[config.mk]
export PLATFORM = sky130hd
export DESIGN_NAME = fetch_unit_flat
export DESIGN_NICKNAME = d
export VERILOG_FILES = /design/src/rtl/fetch_unit_if.sv /design/src/rtl/fetch_unit.sv /design/src/flat_wrapper.sv
export SDC_FILE = /design/constraint.sdc
export NUM_CORES = 1
export LEC_CHECK = 0
export CAP_MARGIN = 20
export CELL_PAD_IN_SITES_DETAIL_PLACEMENT = 0
export CELL_PAD_IN_SITES_GLOBAL_PLACEMENT = 1
export CORE_UTILIZATION = 30
export DETAILED_ROUTE_END_ITERATION = 7
export PLACE_DENSITY_LB_ADDON = 0.12
export SLEW_MARGIN = 20
export SYNTH_ARGS = -nofsm -noshare
export SYNTH_HDL_FRONTEND = slang
export SYNTH_SLANG_ARGS = --single-unit
[constraint.sdc]
create_clock -name clk -period 3.4 [get_ports clk]
set_input_delay 0.34 -clock clk [delete_from_list [all_inputs] [get_ports clk]]
set_output_delay 0.34 -clock clk [all_outputs]
set_load 0.005 [all_outputs]
[src/rtl/fetch_unit_if.sv]
// Instruction-memory request/response bus between the fetch stage and imem.
// The fetch stage holds at most one request outstanding on this bus.
interface fetch_unit_if #(
  parameter int WORD_W = 32
);
  logic              req;
  logic [WORD_W-1:0] addr;
  logic              gnt;
  logic              rvalid;
  logic [WORD_W-1:0] rdata;

  modport master (output req, addr, input gnt, rvalid, rdata);
  modport slave  (input req, addr, output gnt, rvalid, rdata);
endinterface

[src/rtl/fetch_unit.sv]
// Instruction fetch stage: owns the PC, issues fetches to imem, and presents
// instrF/pcF/validF to the IF/ID register. It honours stallF and redirect.
module fetch_unit #(
  parameter logic [31:0] RESET_PC = 32'h0000_0000,
  parameter int          WORD_W   = 32
) (
  input  logic              clk,
  input  logic              rst,
  input  logic              stallF,
  input  logic              redirect,
  input  logic [WORD_W-1:0] redirect_pc,
  fetch_unit_if.master      imem,
  output logic [WORD_W-1:0] instrF,
  output logic [WORD_W-1:0] pcF,
  output logic              validF,
  output logic              fetch_busy
);
  localparam logic [WORD_W-1:0] ZERO_WORD = '0;
  localparam logic [WORD_W-1:0] PC_STEP   = WORD_W'(4);
  localparam logic [WORD_W-1:0] PC_INIT   = WORD_W'(RESET_PC);

  typedef enum logic [1:0] {FETCH, WAIT, FULL} state_t;

  state_t            state_reg;
  logic [WORD_W-1:0] pc_reg;
  logic [WORD_W-1:0] pc_inflight_reg;
  logic              kill_reg;
  logic [WORD_W-1:0] instr_reg;
  logic [WORD_W-1:0] pcf_reg;
  logic              valid_reg;

  // A request is never issued in WAIT, so at most one is outstanding.
  assign imem.req   = !redirect && ((state_reg == FETCH) || ((state_reg == FULL) && !stallF));
  assign imem.addr  = pc_reg;
  assign instrF     = instr_reg;
  assign pcF        = pcf_reg;
  assign validF     = valid_reg;
  assign fetch_busy = !valid_reg;

  always_ff @(posedge clk or negedge rst) begin
    if (!rst) begin
      state_reg       <= FETCH;
      pc_reg          <= PC_INIT;
      pc_inflight_reg <= PC_INIT;
      kill_reg        <= 1'b0;
      instr_reg       <= ZERO_WORD;
      pcf_reg         <= PC_INIT;
      valid_reg       <= 1'b0;
    end else if (redirect) begin
      pc_reg    <= redirect_pc;
      valid_reg <= 1'b0;
      instr_reg <= ZERO_WORD;
      if (state_reg == WAIT) begin
        // The response to the in-flight request is still owed; drop exactly one.
        if (imem.rvalid) begin
          kill_reg  <= 1'b0;
          state_reg <= FETCH;
        end else begin
          kill_reg  <= 1'b1;
        end
      end else begin
        state_reg <= FETCH;
      end
    end else begin
      case (state_reg)
        FETCH: begin
          if (imem.gnt) begin
            pc_inflight_reg <= pc_reg;
            state_reg       <= WAIT;
          end
        end
        WAIT: begin
          if (imem.rvalid) begin
            if (kill_reg) begin
              kill_reg  <= 1'b0;
              state_reg <= FETCH;
            end else begin
              instr_reg <= imem.rdata;
              pcf_reg   <= pc_inflight_reg;
              valid_reg <= 1'b1;
              pc_reg    <= pc_inflight_reg + PC_STEP;
              state_reg <= FULL;
            end
          end
        end
        FULL: begin
          if (!stallF) begin
            valid_reg <= 1'b0;
            instr_reg <= ZERO_WORD;
            if (imem.gnt) begin
              pc_inflight_reg <= pc_reg;
              state_reg       <= WAIT;
            end else begin
              state_reg       <= FETCH;
            end
          end
        end
        default: state_reg <= FETCH;
      endcase
    end
  end
endmodule

[src/flat_wrapper.sv]
// flat-port wrapper written by rule: the top's interface ports become plain ports
module fetch_unit_flat 
#(
  parameter logic [31:0] RESET_PC = 32'h0000_0000,
  parameter int          WORD_W   = 32
)
  (clk, rst, stallF, redirect, redirect_pc, instrF, pcF, validF, fetch_busy, imem_req, imem_addr, imem_gnt, imem_rvalid, imem_rdata);
  fetch_unit_if #(.WORD_W(WORD_W)) imem_i ();
  input  logic clk;
  input  logic rst;
  input  logic stallF;
  input  logic redirect;
  input  logic [WORD_W-1:0] redirect_pc;
  output logic [WORD_W-1:0] instrF;
  output logic [WORD_W-1:0] pcF;
  output logic validF;
  output logic fetch_busy;
  output wire logic [$bits(imem_i.req)-1:0] imem_req;
  output wire logic [$bits(imem_i.addr)-1:0] imem_addr;
  input wire logic [$bits(imem_i.gnt)-1:0] imem_gnt;
  input wire logic [$bits(imem_i.rvalid)-1:0] imem_rvalid;
  input wire logic [$bits(imem_i.rdata)-1:0] imem_rdata;
  assign imem_req = imem_i.req;
  assign imem_addr = imem_i.addr;
  assign imem_i.gnt = imem_gnt;
  assign imem_i.rvalid = imem_rvalid;
  assign imem_i.rdata = imem_rdata;
  fetch_unit #(.RESET_PC(RESET_PC), .WORD_W(WORD_W)) u_core (.clk(clk), .rst(rst), .stallF(stallF), .redirect(redirect), .redirect_pc(redirect_pc), .imem(imem_i), .instrF(instrF), .pcF(pcF), .validF(validF), .fetch_busy(fetch_busy));
endmodule
==> metrics.cfg <==
[run_status]
run_status=finished, final reports clean

[cts]
clk_latency_ns=0.42
cts_setup_buffers=0
cts-resized-gates=0
clock-sinks=132
cts_root_buffer=clkbuf_16
cts_tree=yes
path_clk_slew_ns=0.06
cts_inserted_buffers=17
htree_levels=4
clk_path_buf_depth=2
hold_buffers=0

[timing]
finClkSkew_ns=0.00851
relSlewSlack_pct=42.1
max_freq_mhz=455
rsz0062_at_grt=no
worst_slack_ns=1.20
setup_viol_count_final=0
min_period_ns=2.20
worst_pin_slew_ns=0.868
tns_ns=0
timing.final.hold_violations=0
slew_viol_final=0
finalCritPeriodShare_pct=64.6

[detailed_routing]
wire_per_inst_um=17.0
routed_via_density=4.77
routed_wl_um=16500
first_iter_violations=192
dr.pass1.iters=7
antenna_left=0
drc=0
num_vias=4631

[synthesis]
syn-num-nets=600
synthDistinctLibCells=48
synth_area_mm2=0.00582
synth_edf_count=0
synthArstFlopShare_pct=100
seq_area_frac_synth_pct=56.8
syn_avg_cell_area_um2=11.0
synth-seq-cells=132
ys.flop_type=dfrtp_1
synth-warning-count=0
synthCells=529

[die]
io_pins=169
core_area_mm2=0.0188
dieArea_mm2=0.0200
std_cell_rows=50
initial_core_util_pct=30.9
die_w_um=141
die_y_um=141

[final_layout]
final_layout_size_suffix_gt1_share_pct=13.4
fillers=1782
diodes=0
final_util_pct=44.5
final_cell_mix=166 x clkdlybuf4s50_1, 141 x nand2_1, 132 x dfrtp_1, 32 x a22o_1, 32 x mux2_2
final_common_cell=clkdlybuf4s50_1
fin_nets=769
syn_to_final_growth_pct=44.0

[global_route]
grt_overflow=0
grtUsageTotal_pct=17.5
grt_pass1_vias=4801
grt_pass1_wl_um=26700
grt_antenna_before_repair=0
grt_max_degree=92

[job]
cap_viol_max_count=0

[place]
place_ws_ns=1.08
port_buffers=168
globalplace.congestion=0.773
dp_hpwl_um=11300

[worst_setup_path]
r2r_slack_ns=1.33
ff2ff_path_depth=6
worst_r2r_endpoint=u_core.imem.addr[20]
start_kind=input port
arrival_ns=1.86
cp-startpoint=stallF
crit_type=input port to output port
r2r-start=u_core.pc_inflight_reg[2]
critPathRequiredTime_ns=3.06
crit_path_end_kind=output port
critPathMaxFanout=3

[power_and_ir_drop]
leakage_nw=3.67
powerDensity_mw_per_mm2=657
irDropWorstVdd_mv=0.327

[worst_hold_path]
hold_class=input port to asynchronous set/reset pin

==> cells by family after synthesis <==
logic type / share of synthesized area, %
flip-flops: 56.8
adder cells (fa/ha/maj): 0.215
XOR/XNOR: 3.61
AND/OR/NAND/NOR: 18.4
AO/OA/AOI/OAI: 10.7
buffers and inverters: 3.08
multiplexers: 7.23
==> cell type report <==
class / count / area (um2) / share of cell area [%]
clock buffers: 17 / 425 / 5.08
clock inverters: 15 / 180 / 2.15
inverters: 1 / 3.75 / 0.0448
multi-input cells: 365 / 2350 / 28.1
flip-flops and latches: 132 / 3300 / 39.4
well taps: 260 / 325 / 3.88
repair buffers: 181 / 1790 / 21.3
==> per-stage QoR <==
stage	hold slack [ns]	total power, mW	cells	cell area, um2
floorplan	0.0444	2.83	529	5820
global placement	0.460	3.66	939	7770
detailed placement	0.465	3.68	939	7770
CTS	0.0505	5.59	971	8380
global route	0.0738	5.83	971	8380
finish	0.0141	5.51	971	8380
==> synthesized netlist by cell type (3+ instances only) <==
master / instances / area, um2
nand2_1: 141 / 529
xnor2_1: 16 / 140
nand3_1: 10 / 50.1
o21ai_0: 21 / 105
o31ai_1: 3 / 22.5
nand4_1: 6 / 37.5
mux2_2: 32 / 360
clkbuf_1: 12 / 45.0
nor3b_1: 7 / 52.6
mux2i_1: 6 / 60.1
and3_1: 6 / 37.5
o221ai_1: 7 / 61.3
nor2_1: 15 / 56.3
a221o_1: 3 / 30.0
nor3_1: 7 / 35.0
buf_2: 12 / 60.1
a22o_1: 32 / 280
a21oi_1: 11 / 55.1
a22oi_1: 3 / 22.5
and4_1: 4 / 35.0
xor2_1: 8 / 70.1
nor4_4: 3 / 63.8
dfrtp_1: 132 / 3300
==> worst max-delay path, stage by stage <==
cell,delay (ns)
clkdlybuf4s50_1,0.48
a211oi_1,0.44
clkdlybuf4s50_1,0.60
==> worst max path at each step <==
stage | slack (ns) | cells past startpoint | to
finish | 1.20 | 3 | imem_req
global route | 1.14 | 6 | u_core.imem.addr[28]
CTS | 1.19 | 3 | imem_req
detailed placement | 1.08 | 6 | u_core.imem.addr[28]
global placement | 1.13 | 6 | u_core.imem.addr[21]
floorplan | 1.64 | 6 | u_core.imem.addr[20]
==> power by group <==
group / leakage, nW / switching [mW] / internal (mW) / total [mW]
registers: 1.69 / 0.390 / 1.95 / 2.34
logic: 1.69 / 0.486 / 0.810 / 1.30
clock network: 0.290 / 0.715 / 1.16 / 1.87
total: 3.67 / 1.59 / 3.92 / 5.51
==> routing by layer <==
metal | wire [um] | global-route usage [%] | up-vias
li1 | - | - | 2188
met4 | 229 | 5.89 | 0
met5 | 0 | 0 | -
met2 | 7580 | 26.9 | 134
met1 | 7640 | 23.5 | 2293
met3 | 1010 | 5.23 | 16
Note: power is estimated with default switching activity, not from simulation.
